[src/rtl/fifo_stream_reader_pkg.sv]
// Shared definitions for the async FIFO family: reader state encoding,
// default data width and the index-width helper.
package fifo_stream_reader_pkg;

  typedef enum logic [1:0] {
    ST_IDLE  = 2'd0,
    ST_RUN   = 2'd1,
    ST_DRAIN = 2'd2
  } reader_state_e;

  localparam int DEFAULT_DATA_WIDTH = 16;

  // Width of a 0..n-1 index; a one-beat packet still needs a 1-bit register.
  function automatic int idx_width(input int n);
    if (n <= 1) begin
      return 1;
    end else begin
      return $clog2(n);
    end
  endfunction

endpackage

[src/rtl/stream_skid_buf.sv]
// Two-entry valid/ready buffer. The head entry drives the output and stays
// stable while stalled; occupancy feeds the upstream issue decision.
module stream_skid_buf #(
  parameter int WIDTH = 17
) (
  input  logic             clk,
  input  logic             rst_n,
  input  logic             in_valid,
  input  logic [WIDTH-1:0] in_payload,
  output logic             out_valid,
  input  logic             out_ready,
  output logic [WIDTH-1:0] out_payload,
  output logic [1:0]       occupancy
);

  logic [WIDTH-1:0] head_r;
  logic [WIDTH-1:0] tail_r;
  logic [1:0]       cnt_r;
  logic             pop_s;

  assign out_valid   = (cnt_r != 2'd0);
  assign out_payload = head_r;
  assign occupancy   = cnt_r;
  assign pop_s       = out_valid & out_ready;

  // Head/tail storage; a push into a full buffer is prevented upstream.
  always_ff @(posedge clk or negedge rst_n) begin
    if (!rst_n) begin
      head_r <= {WIDTH{1'b0}};
      tail_r <= {WIDTH{1'b0}};
      cnt_r  <= 2'd0;
    end else begin
      case (cnt_r)
        2'd0: begin
          if (in_valid) begin
            head_r <= in_payload;
            cnt_r  <= 2'd1;
          end
        end
        2'd1: begin
          case ({in_valid, pop_s})
            2'b10: begin
              tail_r <= in_payload;
              cnt_r  <= 2'd2;
            end
            2'b01: cnt_r  <= 2'd0;
            2'b11: head_r <= in_payload;
            default: ;
          endcase
        end
        2'd2: begin
          if (pop_s) begin
            head_r <= tail_r;
            if (in_valid) begin
              tail_r <= in_payload;
            end else begin
              cnt_r <= 2'd1;
            end
          end
        end
        default: cnt_r <= 2'd0;
      endcase
    end
  end

endmodule

[src/rtl/fifo_stream_reader.sv]
// Read-side FIFO consumer: pops with a registered 1-cycle read latency and
// re-presents the words as a framed valid/ready stream, stopping on packet edges.
module fifo_stream_reader
  import fifo_stream_reader_pkg::*;
#(
  parameter int DATA_WIDTH = DEFAULT_DATA_WIDTH,
  parameter int PKT_LEN    = 4,
  parameter int PCNT_WIDTH = 16
) (
  input  logic                  rd_clk,
  input  logic                  rd_rst_n,
  input  logic                  enable,
  input  logic                  fifo_empty,
  output logic                  fifo_rd_en,
  input  logic [DATA_WIDTH-1:0] fifo_rd_data,
  output logic                  out_valid,
  input  logic                  out_ready,
  output logic [DATA_WIDTH-1:0] out_data,
  output logic                  out_last,
  output logic                  busy,
  output logic [PCNT_WIDTH-1:0] pkt_cnt
);

  localparam int IDX_W = idx_width(PKT_LEN);
  localparam logic [IDX_W-1:0] IDX_LAST = IDX_W'(PKT_LEN - 1);

  reader_state_e         state_r;
  logic [IDX_W-1:0]      issue_idx_r;
  logic                  infl_r;
  logic                  infl_last_r;
  logic [PCNT_WIDTH-1:0] pkt_cnt_r;
  logic [1:0]            buf_cnt_s;
  logic [DATA_WIDTH:0]   head_s;
  logic                  pop_s;
  logic                  allow_s;
  logic [2:0]            occ_s;

  stream_skid_buf #(
    .WIDTH(DATA_WIDTH + 1)
  ) u_buf (
    .clk        (rd_clk),
    .rst_n      (rd_rst_n),
    .in_valid   (infl_r),
    .in_payload ({infl_last_r, fifo_rd_data}),
    .out_valid  (out_valid),
    .out_ready  (out_ready),
    .out_payload(head_s),
    .occupancy  (buf_cnt_s)
  );

  assign out_last = head_s[DATA_WIDTH];
  assign out_data = head_s[DATA_WIDTH-1:0];
  assign pop_s    = out_valid & out_ready;
  assign busy     = (state_r != ST_IDLE);
  assign pkt_cnt  = pkt_cnt_r;

  // Slots committed after this edge: buffered + in flight - leaving now.
  assign occ_s      = {1'b0, buf_cnt_s} + {2'b00, infl_r} - {2'b00, pop_s};
  assign fifo_rd_en = allow_s & ~fifo_empty & (occ_s < 3'd2);

  // Issue permission per state; DRAIN only finishes a started packet.
  always_comb begin
    allow_s = 1'b0;
    case (state_r)
      ST_IDLE:  allow_s = 1'b0;
      ST_RUN:   allow_s = 1'b1;
      ST_DRAIN: allow_s = (issue_idx_r != IDX_W'(0));
      default:  allow_s = 1'b0;
    endcase
  end

  // In-flight tracking and beat-position counter for accepted pops.
  always_ff @(posedge rd_clk or negedge rd_rst_n) begin
    if (!rd_rst_n) begin
      infl_r      <= 1'b0;
      infl_last_r <= 1'b0;
      issue_idx_r <= IDX_W'(0);
    end else begin
      infl_r      <= fifo_rd_en;
      infl_last_r <= fifo_rd_en & (issue_idx_r == IDX_LAST);
      if (fifo_rd_en) begin
        issue_idx_r <= (issue_idx_r == IDX_LAST) ? IDX_W'(0) : issue_idx_r + IDX_W'(1);
      end
    end
  end

  // Completed-packet counter, wrapping.
  always_ff @(posedge rd_clk or negedge rd_rst_n) begin
    if (!rd_rst_n) begin
      pkt_cnt_r <= {PCNT_WIDTH{1'b0}};
    end else if (pop_s && out_last) begin
      pkt_cnt_r <= pkt_cnt_r + PCNT_WIDTH'(1);
    end
  end

  // Reader FSM.
  always_ff @(posedge rd_clk or negedge rd_rst_n) begin
    if (!rd_rst_n) begin
      state_r <= ST_IDLE;
    end else begin
      case (state_r)
        ST_IDLE: begin
          if (enable) state_r <= ST_RUN;
        end
        ST_RUN: begin
          if (!enable) state_r <= ST_DRAIN;
        end
        ST_DRAIN: begin
          if (enable) begin
            state_r <= ST_RUN;
          end else if ((issue_idx_r == IDX_W'(0)) && !infl_r && (buf_cnt_s == 2'd0)) begin
            state_r <= ST_IDLE;
          end
        end
        default: state_r <= ST_IDLE;
      endcase
    end
  end

endmodule
[config.mk]
export PLATFORM = sky130hd
export DESIGN_NAME = fifo_stream_reader
export DESIGN_NICKNAME = d
export VERILOG_FILES = /design/src/rtl/fifo_stream_reader_pkg.sv /design/src/rtl/stream_skid_buf.sv /design/src/rtl/fifo_stream_reader.sv
export SDC_FILE = /design/constraint.sdc
export NUM_CORES = 1
export LEC_CHECK = 0
export BUFFER_PORTS_ARGS = -buffer_cell sky130_fd_sc_hd__buf_2
export CAP_MARGIN = 20
export CORE_MARGIN = 2
export CORE_UTILIZATION = 30
export CTS_BUF_LIST = sky130_fd_sc_hd__clkbuf_16
export CTS_CLUSTER_SIZE = 40
export DETAILED_ROUTE_END_ITERATION = 6
export PLACE_DENSITY = 0.51
export RECOVER_POWER = 25
export SLEW_MARGIN = 20
export SYNTH_ARGS = -nofsm -noshare
export SYNTH_HDL_FRONTEND = slang
export SYNTH_SLANG_ARGS = --single-unit
[constraint.sdc]
create_clock -name rd_clk -period 3.2 [get_ports rd_clk]
set_clock_uncertainty 0.05 [all_clocks]
set_input_delay 0.64 -clock rd_clk [delete_from_list [all_inputs] [get_ports rd_clk]]
set_output_delay 0.64 -clock rd_clk [all_outputs]
set_load 0.005 [all_outputs]
==> metrics.yaml <==
layout_common_cells: "dfrtp_1 (58), buf_2 (56), nor2_1 (25)"
cellLeakagePower_nw: 1.65
synth_top_family_by_area: "multiplexers"
setup_viol: 0
syn_nets: 253
vias: 1830
syn_area_per_cell_um2: 12.2
grt_pass1_vias: 1900
ys_types: 37
die_y_um: 99.3
crit_path_end_kind: "primary output"
r2r-start: "u_buf.occupancy[0]$_DFFE_PN0P_"
cts_max_level: 3
cts_tree: "done"
syn2layout_area_growth_pct: 23.9
via_per_inst: 4.59
tns_ns: 0
crit_path_end: "fifo_rd_en"
synth-main-ff-cell: "dfrtp_1"
drc: 0
maxCapViolations: 0
crit_start: "u_buf.occupancy[0]$_DFFE_PN0P_"
tightest_slew_ns: 1.48
cts_setup_buffers: 0
dpl.cell_count: 384
clk_pin_slew_ns: 0.05
worstPathArrival_ns: 2.23
powerDensity_nw_per_um2: 778
critPathMaxFanout: 7
fmax_mhz: 343
finalHoldViolCount: 0
worstRegToRegCells: 8
layout_commonest_cell: "dfrtp_1"
drive_gt1_share_pct: 35.1
start_kind: "flop"
cts_sinks: 58
synthArstFlopShare_pct: 100
fin_crit_sh_pct: 91.2
hold_ws_ns: 0.417
cts_buffers: 9
ys_seq_elements: 58
final_cells: 399
rsz0062_at_grt: "false"
antenna_cells: 0
insertion_delay_ns: 0.31
synth_xor_area_share_pct: 5.15
r2r_slack_ns: 0.78
dieArea_um2: 9850
ios: 57
r2r_end: "issue_idx_r[0]$_DFFE_PN0P_"
place_area_um2: 3120
cp_data_required_time_ns: 2.51
ant_nets: 0
ir_drop_mv: 0.307
std_cell_rows: 34
hold_class: "reg2reg"
hpwl_mm: 3.45
relSlewSlack_pct: 1.16
fin_area_um2: 3370
gp_congestion: 0.709
synth_compound_area_share_pct: 7.03
portBuffers: 56
cts_root_buf: "clkbuf_16"
ys_seq_area_share_pct: 53.3
netlist_area_um2: 2720
drv_slew: 0
antenna_found_initial: 0
overflow: 0
layout.nets: 317
dr.pass1.iters: 4
drt_iter0_drc: 42
fin_crit_ns: 2.92
synth_edf_count: 0
die_w_um: 99.3
synth_fa_ha_area_share_pct: 4.41
status: "complete, no violations"
ys_warn_count: 0
synth-simple-area-share_pct: 9.60
gr-usage-all-layers_pct: 11.8
path_class: "reg2out"
syn_inst: 223
wl_per_cell_um: 13.3
start_util_pct: 31.1
routed_wl_mm: 5.31
clockBufferDepth: 2
core-area_um2: 8760
grt_max_degree: 59
grt_pass1_wl_mm: 9.09
synth_mux_area_share_pct: 16.7
## routing by layer
layer	part of all wire [%]	routed length, um	vias up	GRT usage [%]
met5	0	0	-	0
met1	47	2510	889	15.0
met2	46	2440	36	18.3
met4	2.6	137	0	6.32
li1	-	-	895	-
met3	4.2	225	10	3.23
## report_power, final
part           switching (mW)  internal (mW)
clock network           0.306          0.505
registers               0.151          0.954
logic                   0.342          0.367
total                   0.799           1.83
## final cells by class
class / count / area [um2]
Clock buffer: 9 / 225
Clock inverter: 6 / 26.3
Fill cell: 882 / 5390
Inverter: 9 / 33.8
Multi-Input combinational cell: 147 / 1180
Sequential cell: 58 / 1450
Tap cell: 108 / 135
Timing Repair Buffer: 62 / 323
## registers in the layout, indices dropped and copies added (netlist names)
signal / count
u_buf.out_payload: 17
u_buf.tail_r: 17
pkt_cnt: 16
issue_idx_r: 2
state_r: 2
u_buf.occupancy: 2
infl_last_r: 1
infl_r: 1
## Yosys cell counts, types with 4 or more instances
master,count,area share (%)
mux2_2,11,4.5
a21oi_1,20,3.7
xnor2_1,10,3.2
xor2_1,6,1.9
buf_2,4,0.74
ha_1,8,3.7
dfrtp_1,58,53
nor2_1,25,3.4
nand2_1,5,0.69
nand4_1,5,1.1
inv_1,9,1.2
mux2i_1,18,6.6
nand3_1,4,0.74
mux2_4,10,5.5
## worst max-delay path, stage by stage (launching register included)
cell and delay, ns:
dfrtp_1 0.47, nor2b_4 0.15, and2_4 0.18, o21ai_0 0.10
fa_1 0.51, nand2_1 0.06, nor4_2 0.28, buf_2 0.18
## worst min path at each step
| stage | start | to | slack (ns) | cells past startpoint |
|---|---|---|---|---|
| finish | pkt_cnt[15]$_DFFE_PN0P_ | pkt_cnt[15]$_DFFE_PN0P_ | 0.42 | 1 |
| global route | pkt_cnt[15]$_DFFE_PN0P_ | pkt_cnt[15]$_DFFE_PN0P_ | 0.47 | 1 |
| CTS | pkt_cnt[15]$_DFFE_PN0P_ | pkt_cnt[15]$_DFFE_PN0P_ | 0.43 | 1 |
| detailed placement | pkt_cnt[15]$_DFFE_PN0P_ | pkt_cnt[15]$_DFFE_PN0P_ | 0.42 | 1 |
| global placement | pkt_cnt[15]$_DFFE_PN0P_ | pkt_cnt[15]$_DFFE_PN0P_ | 0.41 | 1 |
| floorplan | rd_rst_n | infl_last_r$_DFF_PN0_ | 0.29 | 0 |
## cell families (layout without fill, tap and decap cells)
| group | Yosys count | count (layout) |
|---|---|---|
| AOI/OAI and AO/OA | 30 | 30 |
| adders and majority gates | 9 | 9 |
| DFF | 58 | 58 |
| and+or+nand+nor | 53 | 53 |
| xor gates and xnor gates | 16 | 16 |
| muxes | 39 | 39 |
| buffers and inverters | 18 | 86 |
## through the flow
stage / setup WS [ns] / util, % / total power, mW
after floorplan: 0.320 / - / 1.56
after global placement: 0.253 / 35.6 / 1.83
after detailed placement: 0.262 / 35.6 / 1.84
after CTS: 0.122 / 38.5 / 2.68
after global routing: 0.0909 / 38.5 / 2.84
final: 0.282 / 38.5 / 2.62
## repair_timing
action / 4_1_cts / 5_1_grt
resized for setup: 0 / 1
endpoints found under the hold margin: 0 / 0
hold buffers: 0 / 0
setup endpoints to repair: 0 / 1
No activity file was read; power rests on OpenSTA's default activity.
